--- config.mk ---
export PLATFORM = sky130hd
export DESIGN_NAME = texture_stream_sink
export DESIGN_NICKNAME = d
export VERILOG_FILES = /design/src/rtl/texture_pkg.sv /design/src/rtl/texture_stream_sink.sv
export SDC_FILE = /design/constraint.sdc
export NUM_CORES = 1
export LEC_CHECK = 0
export CAP_MARGIN = 20
export CELL_PAD_IN_SITES_DETAIL_PLACEMENT = 0
export CELL_PAD_IN_SITES_GLOBAL_PLACEMENT = 1
export CORE_ASPECT_RATIO = 0.9
export CORE_MARGIN = 5
export CORE_UTILIZATION = 30
export CTS_BUF_LIST = sky130_fd_sc_hd__clkbuf_4 sky130_fd_sc_hd__clkbuf_8 sky130_fd_sc_hd__clkbuf_16
export CTS_CLUSTER_SIZE = 14
export DETAILED_ROUTE_END_ITERATION = 8
export GPL_ROUTABILITY_DRIVEN = 0
export HOLD_SLACK_MARGIN = 0.12
export PLACE_DENSITY = 0.77
export SETUP_SLACK_MARGIN = 0.2
export SYNTH_ARGS = -nofsm -noshare
export SYNTH_HDL_FRONTEND = slang
export SYNTH_SLANG_ARGS = --single-unit
--- constraint.sdc ---
create_clock -name aclk -period 3.2 [get_ports aclk]
set_input_delay 0.48 -clock aclk [delete_from_list [all_inputs] [get_ports aclk]]
set_output_delay 0.48 -clock aclk [all_outputs]
set_load 0.05 [all_outputs]
--- src/rtl/texture_pkg.sv ---
// rtl/texture_pkg.sv - texture size codes, texel-count table and sink FSM states
package texture_pkg;

  typedef enum logic [1:0] {
    SZ_32  = 2'd0,
    SZ_64  = 2'd1,
    SZ_128 = 2'd2,
    SZ_256 = 2'd3
  } tex_size_e;

  // Texels per texture for each size code: (32 << size) squared.
  localparam logic [16:0] TEX_COUNT [4] = '{17'd1024, 17'd4096, 17'd16384, 17'd65536};

  typedef enum logic [1:0] {
    ST_IDLE      = 2'd0,
    ST_STREAM    = 2'd1,
    ST_DRAIN     = 2'd2,
    ST_SWAP_WAIT = 2'd3
  } sink_state_e;

endpackage

--- src/rtl/texture_stream_sink.sv ---
// rtl/texture_stream_sink.sv - texel stream to texture RAM writer; TEXTURE_DOUBLE_BUFFER_EN selects double-buffered banks
module texture_stream_sink
  import texture_pkg::*;
#(
  parameter int TEXEL_WIDTH = 16,
  parameter int ADDR_WIDTH  = 16
) (
  input  logic                   aclk,
  input  logic                   resetn,
  input  logic                   s_texture_axis_tvalid,
  output logic                   s_texture_axis_tready,
  input  logic                   s_texture_axis_tlast,
  input  logic [TEXEL_WIDTH-1:0] s_texture_axis_tdata,
  input  logic [1:0]             confTextureSize,
  input  logic                   rasterizerRunning,
  input  logic                   pixelInPipeline,
  output logic                   mem_we,
  output logic [ADDR_WIDTH:0]    mem_waddr,
  output logic [TEXEL_WIDTH-1:0] mem_wdata,
  output logic                   sampleBank,
  output logic [1:0]             confTexSizeActive,
  output logic                   textureValid,
  output logic                   errShort,
  output logic                   errLong
);

  // One extra bit so the largest texel count compares without wrapping.
  localparam int IDX_W = ADDR_WIDTH + 1;

  sink_state_e            state_q;
  logic                   rst_done_q;
  logic [IDX_W-1:0]       idx_q;
  logic [IDX_W-1:0]       idx_d;
  logic [IDX_W-1:0]       expected_q;
  logic [1:0]             size_q;
  logic                   sample_bank_q;
  logic [1:0]             size_active_q;
  logic                   tex_valid_q;
  logic                   err_short_q;
  logic                   err_long_q;
  logic                   mem_we_q;
  logic [ADDR_WIDTH:0]    mem_waddr_q;
  logic [TEXEL_WIDTH-1:0] mem_wdata_q;
  logic                   ready_st;
  logic                   accept;
  logic                   raster_busy;
  logic                   write_bank;

  assign raster_busy = rasterizerRunning | pixelInPipeline;
  assign idx_d       = idx_q + 1'b1;

`ifdef TEXTURE_DOUBLE_BUFFER_EN
  assign write_bank = ~sample_bank_q;
`else
  assign write_bank = 1'b0;
`endif

  // Ready is a pure function of state (plus raster activity in single-bank IDLE).
  always_comb begin
    ready_st = 1'b0;
    case (state_q)
`ifdef TEXTURE_DOUBLE_BUFFER_EN
      ST_IDLE:      ready_st = 1'b1;
`else
      ST_IDLE:      ready_st = ~raster_busy;
`endif
      ST_STREAM:    ready_st = 1'b1;
      ST_DRAIN:     ready_st = 1'b1;
      ST_SWAP_WAIT: ready_st = 1'b0;
      default:      ready_st = 1'b0;
    endcase
  end

  assign s_texture_axis_tready = rst_done_q & ready_st;
  assign accept                = s_texture_axis_tvalid & s_texture_axis_tready;

  // Upload FSM: beat counting, RAM write registers, bank swap and sticky errors.
  always_ff @(posedge aclk) begin
    if (!resetn) begin
      state_q       <= ST_IDLE;
      rst_done_q    <= 1'b0;
      idx_q         <= '0;
      expected_q    <= '0;
      size_q        <= 2'd0;
      sample_bank_q <= 1'b0;
      size_active_q <= 2'd0;
      tex_valid_q   <= 1'b0;
      err_short_q   <= 1'b0;
      err_long_q    <= 1'b0;
      mem_we_q      <= 1'b0;
      mem_waddr_q   <= '0;
      mem_wdata_q   <= '0;
    end else begin
      rst_done_q <= 1'b1;
      mem_we_q   <= 1'b0;
      case (state_q)
        ST_IDLE: begin
          if (accept) begin
            size_q      <= confTextureSize;
            expected_q  <= IDX_W'(TEX_COUNT[confTextureSize]);
            idx_q       <= IDX_W'(1);
            mem_we_q    <= 1'b1;
            mem_waddr_q <= {write_bank, {ADDR_WIDTH{1'b0}}};
            mem_wdata_q <= s_texture_axis_tdata;
`ifndef TEXTURE_DOUBLE_BUFFER_EN
            tex_valid_q <= 1'b0;
`endif
            // The smallest texture is far larger than one beat, so an early tlast is always short.
            if (s_texture_axis_tlast) begin
              err_short_q <= 1'b1;
            end else begin
              state_q <= ST_STREAM;
            end
          end
        end
        ST_STREAM: begin
          if (accept) begin
            mem_we_q    <= 1'b1;
            mem_waddr_q <= {write_bank, idx_q[ADDR_WIDTH-1:0]};
            mem_wdata_q <= s_texture_axis_tdata;
            idx_q       <= idx_d;
            if (s_texture_axis_tlast) begin
              if (idx_d == expected_q) begin
                state_q <= ST_SWAP_WAIT;
              end else begin
                err_short_q <= 1'b1;
                state_q     <= ST_IDLE;
              end
            end else if (idx_d == expected_q) begin
              err_long_q <= 1'b1;
              state_q    <= ST_DRAIN;
            end
          end
        end
        ST_DRAIN: begin
          if (accept && s_texture_axis_tlast) begin
            state_q <= ST_IDLE;
          end
        end
        ST_SWAP_WAIT: begin
`ifdef TEXTURE_DOUBLE_BUFFER_EN
          if (!raster_busy) begin
            sample_bank_q <= ~sample_bank_q;
            size_active_q <= size_q;
            tex_valid_q   <= 1'b1;
            state_q       <= ST_IDLE;
          end
`else
          size_active_q <= size_q;
          tex_valid_q   <= 1'b1;
          state_q       <= ST_IDLE;
`endif
        end
        default: state_q <= ST_IDLE;
      endcase
    end
  end

  assign mem_we            = mem_we_q;
  assign mem_waddr         = mem_waddr_q;
  assign mem_wdata         = mem_wdata_q;
  assign sampleBank        = sample_bank_q;
  assign confTexSizeActive = size_active_q;
  assign textureValid      = tex_valid_q;
  assign errShort          = err_short_q;
  assign errLong           = err_long_q;

endmodule

==> summary.md <==
Run status
• **status** completed

STA
• **Finish-stage setup viols** 0
• **aggregate negative setup slack** 0 ps
• **fin. max-slew vios** 0
• **transition at the pin with the smallest max-transition slack** 825.3 ps
• **maximum clock frequency** 358.0 MHz
• **final number of hold-violating endpoints** 0
• **unrepaired setup endpoints after global routing** false
• **final worst path period need** 2793 ps
• **relative slew slack** 44.97%
• **Post-Route Skew** 12.66 ps
• **final worst-path cycle share** 87.29%

Cells and area
• **non-filler instance count after layout** 547
• **fin area** 3911 µm²
• **count of nets after finishing** 447
• **area taken by flip-flops and latches** 1284 µm²
• **filler cell count in the final layout** 991
• **Inserted Diodes** 0
• **fraction of layout instances using a drive strength above 1** 9.501%
• **area of the multi-input gates** 1556 µm²
• **Syn-to-layout area delta** 30.90%

Synth
• **Synth warnings** 0
• **simple-gate area share of the yosys netlist** 22.95%
• **proportion of synthesized area in mux cells** 2.345%
• **count of distinct cell types in the synthesized netlist** 49
• **post-synthesis instance area** 2988 µm²
• **main combinational cell family by area after synthesis** simple AND/OR/NAND/NOR gates
• **XOR/XNOR share of the synthesized area** 3.224%
• **fraction of post-synthesis cell area in the top cell type by area** 42.88%
• **asr flop ratio synth** 0%
• **Synth Area in Compound Gates** 19.81%
• **count of state elements after synthesis** 64
• **post-synthesis share of cell area spent on full adders, half adders and majority gates** 2.931%
• **top post-synthesis cells by count** dfxtp_1, nand2_1, a21oi_1, nor2_1, clkbuf_1
• **Synth Area per Inst** 8.208 µm²
• **most frequent cell after synthesis** dfxtp_1
• **cells taking the most area after synthesis** dfxtp_1, a21oi_1, nand2_1, nor2_1, a22oi_1
• **post-synth top area cell** dfxtp_1
• **most instantiated flip-flop cell in the synthesis netlist** dfxtp_1
• **cell count after synthesis** 364
• **Post-synth EDFFs** 0
• **Seq/Total Area, Yosys** 42.88%

Place
• **half-perimeter wire length after detailed placement** 5336 µm
• **cell total after placement** 531
• **buffers added on ports** 62
• **Cell Area, Placed** 3705 µm²

Floorplan
• **die extent in y** 104.7 µm
• **core region area** 9699 µm²
• **number of top-level pins** 65
• **area of the die** 12,060 µm²
• **Rows** 34
• **die width** 115.2 µm
• **Initial Util** 30.80%

Detailed routing
• **initial drt markers** 124
• **vias post-DR** 2,742
• **mean number of vias per cell** 5.013
• **count of nets left with antenna violations after detail routing** 0
• **aggregate routed wire length** 7746 µm
• **total DRC errors in the routed layout** 0
• **routed length per instance** 14.16 µm
• **Detailed Routing Iterations Pass 1** 4

Clock tree
• **number of H-tree branching levels** 3
• **number of buffers inserted during clock tree synthesis** 9
• **count of clock tree sinks** 64
• **CTS root buf** clkbuf_8
• **CTS tree** yes
• **clock-pin slew on the worst setup and hold paths** 80 ps
• **Clk Latency, worst-skew pair** 340 ps
• **number of buffers between clock root and the deepest sink** 2

Critical path
• **arrival time at the worst endpoint** 3070 ps
• **Critical R2R Capture** state_q[1]$_SDFFE_PN0P_
• **crit path launch type** register
• **critical path data required time** 3480 ps
• **reg2reg start** idx_q[4]$_SDFFE_PN0P_
• **critical path peak fanout** 13
• **type of element capturing the critical path** register
• **startpoint-to-endpoint class of the critical path** reg2reg
• **slack of the worst reg-to-reg path** 410 ps
• **Reg2Reg Depth** 7

Run
• **number of max-cap violations** 0

Global routing
• **global-route total usage across every layer** 13.29%
• **via count of the first global-routing pass** 2,641
• **wire length of the first global-routing pass** 12,940 µm
• **global-route congestion overflow total** 0
• **initial antenna violation count** 0
• **largest net degree at the start of global routing** 31

Power and ir drop
• **Worst VDD drop** 0.2677 mV
• **static leakage power** 1.380 nW
• **Overall Power** 1.797 mW
• **P per Cell Area** 459.6 nW/µm²

Min path
• **endpoint of the worst hold path** mem_wdata[12]$_SDFFE_PN0P_
• **cell depth of the worst hold path** 2
• **startpoint of the lowest-slack hold path** mem_wdata[12]$_SDFFE_PN0P_
• **Hold/Removal Path Class** reg2reg

==> placed cells by master, fill, tap and decap left out, types with 2 or more instances in the layout <==
master           count
nor3b_1              5
o21ai_0             13
clkbuf_8            11
and3_1               4
nand3_2              2
nor2_1              39
and4_1               3
dfxtp_2              2
nor3_1              16
a31oi_1              2
clkdlybuf4s50_1     61
nand2_1             44
a211oi_1             4
xor2_1               5
a22oi_1             17
ha_1                 6
nand4_1              4
buf_4                8
inv_1                6
a21oi_1             40
mux2i_1              7
nor4_1               2
or2_2                2
a21o_1               4
nand3_1              9
xnor2_1              6
o21a_1               2
and2_1               2
conb_1               2
o2111ai_1            2
or4_4                2
dfxtp_1             62
o211ai_1             3
clkinvlp_4           2
==> cell type report <==
| cell class | count | area share, % |
|---|---|---|
| well taps | 126 | 4.031 |
| clock buffers | 12 | 4.063 |
| inverters | 6 | 0.5758 |
| multi-input cells | 264 | 39.80 |
| clock inverters | 4 | 0.7358 |
| repair buffers | 71 | 17.98 |
| flip-flops and latches | 64 | 32.82 |
==> state kept, by name (all words and copies together), names as in the netlist <==
| signal | flops |
|---|---|
| confTexSizeActive | 2 |
| errLong | 1 |
| errShort | 1 |
| expected_q | 4 |
| idx_q | 17 |
| mem_waddr | 16 |
| mem_wdata | 16 |
| mem_we | 1 |
| rst_done_q | 1 |
| size_q | 2 |
| state_q | 2 |
| textureValid | 1 |
==> where the power goes <==
part	leakage, nW	total (mW)	switching (mW)	internal (mW)
sequential	0.518	0.838	0.0174	0.821
combinational	0.770	0.311	0.192	0.119
clock	0.0920	0.649	0.317	0.332
==> critical path, cell delays in order (launching register included) <==
cell      delay (ps)
dfxtp_1          580
nand3_2          210
nor3_2           370
mux2i_1          330
nand4_1          140
or4_4            560
a2111o_1         420
mux2i_1          120
==> through the flow <==
stage | setup slack, ps | utilization (%) | hold WS [ps]
finish | 406.7 | 40.33 | 449.1
global route | 219.7 | 40.33 | 480.1
CTS | 247.6 | 40.20 | 453.9
detailed placement | 218.4 | 38.20 | 444.7
global placement | 302.3 | 38.20 | 436.7
floorplan | 585.1 | - | 463.2
==> repair_timing <==
item                                    CTS  global route
setup buffers                             0             0
resized for setup                         1             5
endpoints found under the setup margin    1             3
hold endpoints to repair                  0             0
hold buffers                              0             0
==> metal layers <==
metal	GRT usage [%]	wire, µm	up-vias
met1	17.43	3672	1258
met3	7.514	868	6
li1	-	-	1381
met4	4.275	65	0
met2	18.35	3139	97
met5	0	0	-
==> logic make-up after synthesis <==
| group | Yosys count |
|---|---|
| AO/OA/AOI/OAI | 95 |
| XOR/XNOR | 11 |
| adder cells (fa/ha/maj) | 7 |
| buffers and inverters | 37 |
| flip-flops | 64 |
| multiplexers | 7 |
| other | 1 |
| AND/OR/NAND/NOR | 142 |
==> how the worst max path moves through the flow <==
| stage | from | to | slack, ps |
|---|---|---|---|
| finish | idx_q[4]$_SDFFE_PN0P_ | state_q[1]$_SDFFE_PN0P_ | 410 |
| global route | idx_q[4]$_SDFFE_PN0P_ | state_q[1]$_SDFFE_PN0P_ | 220 |
| global placement | idx_q[1]$_SDFFE_PN0P_ | state_q[1]$_SDFFE_PN0P_ | 300 |
| detailed placement | idx_q[1]$_SDFFE_PN0P_ | state_q[1]$_SDFFE_PN0P_ | 220 |
| CTS | idx_q[4]$_SDFFE_PN0P_ | state_q[1]$_SDFFE_PN0P_ | 250 |
| floorplan | idx_q[1]$_SDFFE_PN0P_ | state_q[1]$_SDFFE_PN0P_ | 590 |
No activity file was read; power rests on OpenSTA's default activity.
